<file path="config.mk">
export PLATFORM = sky130hd
export DESIGN_NAME = alu_arbiter
export DESIGN_NICKNAME = d
export VERILOG_FILES = /design/src/rtl/alu_pkg.sv /design/src/rtl/alu_arbiter_alu.sv /design/src/rtl/alu_arbiter.sv
export SDC_FILE = /design/constraint.sdc
export NUM_CORES = 1
export LEC_CHECK = 0
export ABC_AREA = 1
export CAP_MARGIN = 10
export CORE_ASPECT_RATIO = 0.7
export CORE_UTILIZATION = 52
export CTS_CLUSTER_SIZE = 12
export DETAILED_ROUTE_END_ITERATION = 10
export HOLD_SLACK_MARGIN = 0.03
export PLACE_DENSITY = 0.89
export SLEW_MARGIN = 20
export SYNTH_ARGS = -nofsm -noshare
export SYNTH_HDL_FRONTEND = slang
export SYNTH_HIERARCHICAL = 1
export SYNTH_SLANG_ARGS = --single-unit
</file>
<file path="constraint.sdc">
create_clock -name clk -period 3.1 [get_ports clk]
set_input_delay 0.465 -clock clk [delete_from_list [all_inputs] [get_ports clk]]
set_output_delay 0.465 -clock clk [all_outputs]
set_load 0.005 [all_outputs]
</file>
<file path="src/rtl/alu_pkg.sv">
// Shared ALU definitions: datapath widths and operation codes.
package alu_pkg;

  localparam int XLEN = 32;
  localparam int OP_W = 4;

  localparam logic [OP_W-1:0] ADD                        = 4'd0;
  localparam logic [OP_W-1:0] SUB                        = 4'd1;
  localparam logic [OP_W-1:0] OR                         = 4'd2;
  localparam logic [OP_W-1:0] XOR                        = 4'd3;
  localparam logic [OP_W-1:0] AND                        = 4'd4;
  localparam logic [OP_W-1:0] LesserThanUnsigned         = 4'd5;
  localparam logic [OP_W-1:0] LesserThanSigned           = 4'd6;
  localparam logic [OP_W-1:0] ShiftRightUnsigned         = 4'd7;
  localparam logic [OP_W-1:0] ShiftLeftUnsigned          = 4'd8;
  localparam logic [OP_W-1:0] ShiftRightSigned           = 4'd9;
  localparam logic [OP_W-1:0] ShiftLeftSigned            = 4'd10;
  localparam logic [OP_W-1:0] GreaterThanOrEqualUnsigned = 4'd11;
  localparam logic [OP_W-1:0] GreaterThanOrEqualSigned   = 4'd12;
  localparam logic [OP_W-1:0] Equal                      = 4'd13;
  localparam logic [OP_W-1:0] NotEqual                   = 4'd14;

endpackage

</file>
<file path="src/rtl/alu_arbiter_alu.sv">
// Purely combinational ALU shared by the execute stage and branch unit.
// Compare operations return 0/1 in the LSB; shifts use the low log2(XLEN) bits of B.
module ALU #(
  parameter int XLEN = alu_pkg::XLEN,
  parameter int OP_W = alu_pkg::OP_W
) (
  input  logic [OP_W-1:0] Operation,
  input  logic [XLEN-1:0] A,
  input  logic [XLEN-1:0] B,
  output logic [XLEN-1:0] Out
);
  import alu_pkg::*;

  localparam int SH_W = $clog2(XLEN);

  logic [SH_W-1:0] shamt;
  assign shamt = B[SH_W-1:0];

  // Operation decode
  always_comb begin
    Out = '0;
    case (Operation)
      ADD:                        Out = A + B;
      SUB:                        Out = A - B;
      OR:                         Out = A | B;
      XOR:                        Out = A ^ B;
      AND:                        Out = A & B;
      LesserThanUnsigned:         Out = {{(XLEN-1){1'b0}}, (A < B)};
      LesserThanSigned:           Out = {{(XLEN-1){1'b0}}, ($signed(A) < $signed(B))};
      ShiftRightUnsigned:         Out = A >> shamt;
      ShiftLeftUnsigned:          Out = A << shamt;
      ShiftRightSigned:           Out = $unsigned($signed(A) >>> shamt);
      ShiftLeftSigned:            Out = A << shamt;
      GreaterThanOrEqualUnsigned: Out = {{(XLEN-1){1'b0}}, (A >= B)};
      GreaterThanOrEqualSigned:   Out = {{(XLEN-1){1'b0}}, ($signed(A) >= $signed(B))};
      Equal:                      Out = {{(XLEN-1){1'b0}}, (A == B)};
      NotEqual:                   Out = {{(XLEN-1){1'b0}}, (A != B)};
      default:                    Out = '0;
    endcase
  end

endmodule

</file>
<file path="src/rtl/alu_arbiter.sv">
// Two-port round-robin arbiter in front of a single shared ALU.
// Result is registered once and handed back on per-port response handshakes.
// Optional build macro ALU_ARB_STATS_EN adds grant/stall counters.
module alu_arbiter #(
  parameter int XLEN = alu_pkg::XLEN,
  parameter int OP_W = alu_pkg::OP_W
) (
  input  logic            clk,
  input  logic            reset,
  input  logic            req0_valid,
  output logic            req0_ready,
  input  logic [OP_W-1:0] req0_op,
  input  logic [XLEN-1:0] req0_a,
  input  logic [XLEN-1:0] req0_b,
  input  logic            req1_valid,
  output logic            req1_ready,
  input  logic [OP_W-1:0] req1_op,
  input  logic [XLEN-1:0] req1_a,
  input  logic [XLEN-1:0] req1_b,
  output logic            rsp0_valid,
  input  logic            rsp0_ready,
  output logic            rsp1_valid,
  input  logic            rsp1_ready,
`ifdef ALU_ARB_STATS_EN
  output logic [31:0]     grant0_cnt,
  output logic [31:0]     grant1_cnt,
  output logic [31:0]     stall_cnt,
`endif
  output logic [XLEN-1:0] rsp_data
);
  import alu_pkg::*;

  logic            res_valid;
  logic            res_owner;
  logic [XLEN-1:0] res_data;
  logic            prio;

  logic [1:0]      req_valid;
  logic [1:0]      rsp_ready;
  logic            can_accept;
  logic            gnt_valid;
  logic            gnt;
  logic            accept;
  logic [OP_W-1:0] mux_op;
  logic [XLEN-1:0] mux_a;
  logic [XLEN-1:0] mux_b;
  logic [XLEN-1:0] alu_out;

  assign req_valid = {req1_valid, req0_valid};
  assign rsp_ready = {rsp1_ready, rsp0_ready};

  // Round-robin pick and operand mux; slot frees when empty or draining this cycle
  always_comb begin
    can_accept = !res_valid || rsp_ready[res_owner];
    gnt_valid  = |req_valid;
    gnt        = (req_valid == 2'b11) ? prio : req_valid[1];
    accept     = can_accept && gnt_valid && !reset;
    mux_op     = gnt ? req1_op : req0_op;
    mux_a      = gnt ? req1_a  : req0_a;
    mux_b      = gnt ? req1_b  : req0_b;
  end

  assign req0_ready = accept && !gnt;
  assign req1_ready = accept &&  gnt;

  // Outputs are forced quiet while reset is asserted so a held result never leaks
  assign rsp0_valid = res_valid && !res_owner && !reset;
  assign rsp1_valid = res_valid &&  res_owner && !reset;
  assign rsp_data   = reset ? '0 : res_data;

  ALU #(.XLEN(XLEN), .OP_W(OP_W)) u_alu (
    .Operation (mux_op),
    .A         (mux_a),
    .B         (mux_b),
    .Out       (alu_out)
  );

  // Result register: reload on accept (even while draining), clear on bare drain
  always_ff @(posedge clk) begin
    if (reset) begin
      res_valid <= 1'b0;
      res_owner <= 1'b0;
      res_data  <= '0;
      prio      <= 1'b0;
    end else if (accept) begin
      res_valid <= 1'b1;
      res_owner <= gnt;
      res_data  <= alu_out;
      prio      <= ~gnt;
    end else if (res_valid && rsp_ready[res_owner]) begin
      res_valid <= 1'b0;
    end
  end

`ifdef ALU_ARB_STATS_EN
  // Grant and stall statistics, free-running modulo 2^32
  always_ff @(posedge clk) begin
    if (reset) begin
      grant0_cnt <= '0;
      grant1_cnt <= '0;
      stall_cnt  <= '0;
    end else begin
      if (accept && !gnt)       grant0_cnt <= grant0_cnt + 32'd1;
      if (accept &&  gnt)       grant1_cnt <= grant1_cnt + 32'd1;
      if (gnt_valid && !accept) stall_cnt  <= stall_cnt  + 32'd1;
    end
  end
`endif

endmodule

</file>
==> impl_metrics.toml, run 1 <==
[synth]
syn_inst = 2405
syn-num-nets = 2648
avgSynthCellArea_um2 = 5.01
synthesis.area_mm2 = 0.0120
synth_cell_types = 53
ys_warn_count = 6
seq_area_frac_synth_pct = 5.82
ys_seq_elements = 35

[grt]
grt_first_pass_wirelength_um = 127000
grt_overflow = 7
grt_start_max_net_pins = 72
grt_pass1_vias = 22300
grt_usage_pct = 70.5

[placement]
place_ws_ps = -918
place_congestion = 1.31
io_buffers = 177
dp_hpwl_um = 49400

[clocking]
root_buffer = "clkbuf_16"
cts_max_path_buffers = 2
htree_num_levels = 2
cts_buffers = 5
cts_sinks = 35

[status]
haltStage = "global routing (5_1_grt)"
outcome = "did not finish"
error = "[ERROR GRT-0116] Global routing finished with congestion. Check the congestion regions in the DRC Viewer."

[floorplan]
pin_count = 178
die_x_um = 184
start_util_pct = 53.1
num_rows = 46
die_h_um = 129
cells by family after synthesis:
group | count (synthesis) | share of synthesized area, %
buf+inv | 392 | 14.0
fa+ha+maj | 101 | 10.6
compound gates | 350 | 16.8
mux | 5 | 0.416
flops | 35 | 5.82
xor+xnor | 5 | 0.364
simple gates | 1517 | 52.0
through the flow:
| stage | hold slack [ps] | instance area, µm² | setup TNS, ps | utilization (%) | std cells |
|---|---|---|---|---|---|
| CTS | 526 | 17900 | -57.7 | 78.9 | 3239 |
| detailed placement | 507 | 17000 | -25120 | 74.9 | 3215 |
| floorplan | 506 | 12100 | 0 | - | 2405 |
| global placement | 501 | 17000 | -18960 | 74.9 | 3215 |
Yosys cell counts, drive strengths merged:
library cell,number,area share [%]
fa,2,0.33
o22ai,17,0.88
o21a,16,1.0
nor3b,1,0.062
a21boi,5,0.34
a21o,2,0.12
nand3,279,12
a221oi,1,0.073
nand2,962,30
o21ai,129,5.5
a21oi,119,5.0
o221ai,4,0.29
or2,6,0.31
a211oi,3,0.19
o2111ai,2,0.15
dfxtp,35,5.8
nor4,1,0.052
o211ai,30,1.9
ha,99,10
mux2i,5,0.42
buf,101,4.9
a31oi,7,0.36
nand4,26,1.4
and2,6,0.31
nand3b,5,0.31
o221a,1,0.093
nor3,19,0.79
a32oi,1,0.073
nor2,208,6.8
xor2,5,0.36
inv,272,8.5
o31ai,1,0.062
clkbuf,19,0.60
o21bai,12,0.75
and3,2,0.10
nand2b,2,0.10
per-layer routing:
metal	GRT usage (%)	GRT overflow
met2	82.6	5
met4	66.3	2
met5	39.0	0
met3	63.6	0
met1	69.7	0
what timing repair did:
item | CTS
gates cloned | 4
pin swaps | 15
setup buffers | 12
hold buffers | 0
resized for setup | 146
endpoints found under the setup margin | 32
==> run 2: changes to the inputs <==
- CORE_ASPECT_RATIO: 0.7 -> default
- CORE_UTILIZATION: 52 -> 40
- CTS_CLUSTER_SIZE: 12 -> default
- HOLD_SLACK_MARGIN: 0.03 -> default
- PLACE_DENSITY: 0.89 -> default
- PLACE_DENSITY_LB_ADDON: default -> 0.15
- clock period: 3.1 -> 4.05 ns (I/O delays scaled with it)
==> run 2 against run 1 <==
  * The flow now finishes without violations
  * Synthesized area unchanged
  * Synthesized cell count unchanged
==> impl_metrics.toml, run 2 <==
[status]
outcome = "finished clean"

[floorplan]
die_h_um = 176
core-area_mm2 = 0.0296
die_area_mm2 = 0.0308
num_rows = 63
pin_count = 178
die_x_um = 176
start_util_pct = 40.6

[synth]
avgSynthCellArea_um2 = 5.01
synth.area.top_cells = "nand2_1, nand3_1, ha_1"
syn-num-nets = 2648
synth_cell_types = 53
synthesis.area_mm2 = 0.0120
synth_edf_count = 0
ys_warn_count = 6
ys_seq_elements = 35
synth_ff_type = "dfxtp_1"
synth_fa_ha_area_share_pct = 10.6
synth_mux_area_share_pct = 0.415
syn_inst = 2405
synth_common_cells = "nand2_1, nand3_1, inv_1, nor2_1, a21oi_1"
synth_top_family_by_area = "simple AND/OR/NAND/NOR gates"
async_flop_share_pct = 0
yosysMostFrequentCell = "nand2_1"
synth_top_area_share_pct = 29.8
synth_compound_area_share_pct = 16.8
synth-simple-area-share_pct = 52.0
seq_area_frac_synth_pct = 5.82
synthXorXnorAreaFrac_pct = 0.364
synth_top_area_cell = "nand2_1"

[grt]
met2_usage_pct = 67.4
met3_usage_pct = 6.58
use_met1_pct = 53.6
antenna_found_initial = 4
grt_pass1_vias = 16400
grt_start_max_net_pins = 73
grt_usage_pct = 42.1
top_usage_layer = "met2"
grt_first_pass_wirelength_um = 97100
grt_overflow = 0

[clocking]
cts_buffers = 5
worstSkewPairLatency_ps = 320
cts_tree = "done"
htree_num_levels = 2
clk_pin_slew_ps = 70
cts_hold_buf = 0
cts_sinks = 35
root_buffer = "clkbuf_16"
cts_max_path_buffers = 2

[routing]
firstDrtPassIters = 9
drt_iter0_markers = 2162
wire_per_inst_um = 21.6
detail-route-antenna-nets = 0
drc = 0
dr_total_vias = 17600
drt_wl_total_um = 66500
via_per_inst = 5.72

[timing]
slew_violations = 0
setup_violations = 0
tightestPinTransition_ps = 795
hold_viol = 0
hold_ws_ps = 520
max_freq_ghz = 0.253
period_needed_ps = 3950
post-route-period-util_pct = 97.4
relSlewSlack_pct = 46.8
finClkSkew_ps = 23.4

[power_and_ir_drop]
power_uw = 4380
powerDensity_mw_per_mm2 = 279
leakagePower_uw = 0.00825
max-vdd-ir-drop_v = 0.000152

[setup_path]
end_kind = "register"
critPathLaunchType = "input port"
crit_fanout = 11
path_class = "in -> reg"
critPathArrivalTime_ps = 4150
cp.required_ps = 4250

[finish]
area.growth.synth_to_final_pct = 30.2
fin_cells = 3074
top_register = "res_data"
finalNetCount = 2924
final_area_mm2 = 0.0157
most-common-layout-cells = "nand2_1, nand3_1, inv_1, buf_4, nor2_1"
final_common_cell = "nand2_1"
largest_reg_flops = 32
fillers = 3278
final_core_util_pct = 52.9
drive_gt1_share_pct = 10.6

[job]
cap_viol_max_count = 0

[placement]
io_buffers = 177
dp_hpwl_um = 55100
dpl-instance-area_mm2 = 0.0154
place_congestion = 1.15
placedCellCount = 3063

[hold_path]
min-delay-path-class = "reg -> reg"
-- run 2: cell counts after synthesis --
Identical to the previous run, type by type.
-- run 2: where the power goes --
part           internal (µW)  leakage (µW)  total (µW)  switching [µW]
clock network            292     0.0000838         493             201
registers                396      0.000287         415            19.0
logic                   1240       0.00788        3470            2230
-- run 2: path summary, 6_finish.rpt --
kind,start,end,slack [ps],cells past startpoint
worst max-delay path,req0_valid,res_data[25],100,19
worst min-delay path,res_data[4],res_data[4],520,4
worst max register to register,prio,res_data[0],600,20
worst min register to register,res_data[4],res_data[4],520,4
-- run 2: layer usage --
layer / up-vias / wire length (µm)
li1: 8262 / -
met1: 8075 / 26300
met2: 1015 / 29200
met3: 229 / 6710
met4: 2 / 4240
met5: - / 12
-- run 2: kinds of logic (layout without fill, tap and decap cells) --
| group | count (synthesis) | after routing |
|---|---|---|
| DFF | 35 | 35 |
| buffers and inverters | 392 | 669 |
| muxes | 5 | 5 |
| and+or+nand+nor | 1517 | 1517 |
| other | 0 | 2 |
| xor gates and xnor gates | 5 | 5 |
| AOI/OAI and AO/OA | 350 | 350 |
| adders and majority gates | 101 | 101 |
-- run 2: final cells by class --
class / count / area [µm²] / area share, %
multi-input combinational: 1978 / 9750 / 62.2
timing repair buffer: 389 / 3540 / 22.6
inverter: 272 / 1020 / 6.53
sequential: 35 / 701 / 4.47
tap: 390 / 488 / 3.11
clock buffer: 5 / 125 / 0.798
clock inverter: 3 / 43.8 / 0.279
antenna: 2 / 5.00 / 0.0319
-- run 2: per-stage QoR --
stage                     setup TNS [ps]  setup WS, ps
after global placement             -1150          -307
after global routing               -15.9         -15.9
final                                  0           104
after detailed placement           -1710          -358
after floorplan                        0           721
after CTS                              0          70.2
-- run 2: repair_timing --
| item | CTS | global route |
|---|---|---|
| resized for setup | 1 | 24 |
| pin swaps | 0 | 1 |
| endpoints found under the setup margin | 1 | 16 |
| buffers inserted | 0 | 1 |
-- run 2: worst max-delay path, stage by stage --
cell and delay [ps]:
clkdlybuf4s50_1 510, inv_2 70, o21ai_4 150, buf_12 190, buf_4 160, nand2_1 50, nand2_1 230, inv_1 90
ha_1 430, inv_1 110, a21oi_1 230, o21ai_0 250, nor2_1 430, o21a_1 190, nand3_1 70, nand3_1 80
nand3_1 140, nand2_1 110, nand2_1 50
Note: power is estimated with default switching activity, not from simulation.
==> run 3: changes to the inputs <==
- TNS_END_PERCENT: default -> 10
==> run 3 against run 2 <==
  * Combinational power barely moved
  * Via count decreased by 0.58%
  * Register-to-register slack hardly changed
  * Final area about the same
  * Flip-flop and latch count unchanged
  * Setup slack improved by 40 ps
  * Largest cell class unchanged
  * Largest power group unchanged
==> impl_metrics.toml, run 3 (same netlist as run 2, synthesis figures left out) <==
[floorplan]
core-area_mm2 = 0.0296
die_x_um = 176
pin_count = 178
die_area_mm2 = 0.0308
start_util_pct = 40.6
die_h_um = 176
num_rows = 63

[timing]
hold_viol = 0
fin_ws_ps = 144
finClkSkew_ps = 22.2
period_needed_ps = 3910
max_freq_ghz = 0.256
slew_violations = 0
setup_violations = 0
tightestPinTransition_ps = 801
post-route-period-util_pct = 96.5
relSlewSlack_pct = 46.4
setup_tns_ps = 0

[routing]
wire_per_inst_um = 21.6
firstDrtPassIters = 6
via_per_inst = 5.69
drt_iter0_markers = 2290
detail-route-antenna-nets = 0
drc = 0
dr_total_vias = 17500
drt_wl_total_um = 66400

[power_and_ir_drop]
max-vdd-ir-drop_v = 0.000152
leakagePower_uw = 0.00825
powerDensity_mw_per_mm2 = 279
power_uw = 4370

[clocking]
cts_sinks = 35
root_buffer = "clkbuf_16"
cts_hold_buf = 0
cts_tree = "done"
cts_max_path_buffers = 2
cts_buffers = 5
htree_num_levels = 2
cts_resized = 1
worstSkewPairLatency_ps = 320
postCtsSetupBuffers = 0
clk_pin_slew_ps = 60

[setup_path]
worstSetupPathDepth = 19
critPathLaunchType = "input port"
path_cells = "clkdlybuf4s50_1 > inv_2 > o21ai_4 > buf_12 > buf_4 > nand2_1 > nand2_1 > inv_1 > ha_1 > inv_1 > a21oi_1 > o21ai_0 > nor2_1 > o21a_1 > nand3_1 > nand3_1 > nand3_1 > nand2_1 > nand2_1"
end_kind = "register"
critPathArrivalTime_ps = 4110
cp.required_ps = 4250
path_class = "in -> reg"
slowest_delay_ps = 510
crit_fanout = 11
cpMostUsedCell = "nand2_1"
worstRegToRegCells = 19
path_buf_inv = 6
critPathTopFamily = "buffers and inverters"
cp_slowest_cell = "clkdlybuf4s50_1"

[status]
outcome = "finished clean"

[placement]
io_buffers = 177
place_congestion = 1.15
place_ws_ps = -358
placedCellCount = 3063
dp_hpwl_um = 55100

[grt]
grt_overflow = 0
grt_first_pass_wirelength_um = 97100
grt_start_max_net_pins = 73
grt_pass1_vias = 16400
antenna_found_initial = 4
grt_usage_pct = 42.1

[hold_path]
min-delay-path-class = "reg -> reg"
hold_depth = 4

[finish]
final_core_util_pct = 52.9
final_common_cell = "nand2_1"
largest_reg_flops = 32
fin_cells = 3073
multiInputGateArea_mm2 = 0.00975
area.growth.synth_to_final_pct = 30.1
finalNetCount = 2923
drive_gt1_share_pct = 10.6
fillers = 3280
most-common-layout-cells = "nand2_1, nand3_1, inv_1, buf_4, nor2_1"
top_register = "res_data"
ff_latch_area_um2 = 701

[job]
cap_viol_max_count = 0
==> run 3: cell types whose count changed in the layout (fill, tap and decap cells not counted), sizes merged <==
cell	delta
buf	-1
==> run 3: worst register-to-register path, stage by stage (launching register included) <==
cell and delay [ps]:
dfxtp_1 410, nand3_1 150, nand2_4 190, buf_12 200, nand2_1 80, nand2_1 80
inv_1 130, ha_1 450, nor2_1 220, nand2_1 120, nor2_2 210, nand3b_1 210
nor2_2 190, nand2_1 80, a21oi_1 170, nand2_1 80, nor2_1 130, nand4_1 110
nand2_1 80, nand2_1 60
==> run 3: path summary, 6_finish.rpt <==
| check | slack [ps] | startpoint | to |
|---|---|---|---|
| min reg2reg | 520 | res_data[4] | res_data[4] |
| min | 520 | res_data[4] | res_data[4] |
| max | 140 | req0_valid | res_data[25] |
| max reg2reg | 590 | prio | res_data[0] |
==> run 3: area by class of cell <==
| type | count | area share [%] |
|---|---|---|
| Clock inverter | 3 | 0.279 |
| Inverter | 272 | 6.53 |
| Clock buffer | 5 | 0.798 |
| Timing Repair Buffer | 388 | 22.6 |
| Multi-Input combinational cell | 1978 | 62.2 |
| Sequential cell | 35 | 4.47 |
| Tap cell | 390 | 3.11 |
| Antenna cell | 2 | 0.0319 |
==> run 3: routing by layer <==
layer	up-vias	track usage (%)	wire [µm]
li1	8266	-	-
met1	7970	53.6	26500
met2	1021	67.4	29200
met3	222	6.58	6470
met4	2	24.1	4230
met5	-	0	12
==> run 3: power breakdown <==
| part | switching (µW) | total [µW] | leakage [µW] | internal [µW] |
|---|---|---|---|---|
| clock network | 201 | 493 | 0.0000838 | 292 |
| logic | 2220 | 3460 | 0.00787 | 1240 |
| registers | 19.0 | 415 | 0.000287 | 396 |
==> run 3: stage by stage <==
stage | area (µm²) | hold WS (ps)
2_1_floorplan | 12000 | 498
3_3_place_gp | 15400 | 506
3_5_place_dp | 15400 | 513
4_1_cts | 15600 | 524
5_1_grt | 15700 | 540
6_report | 15700 | 520
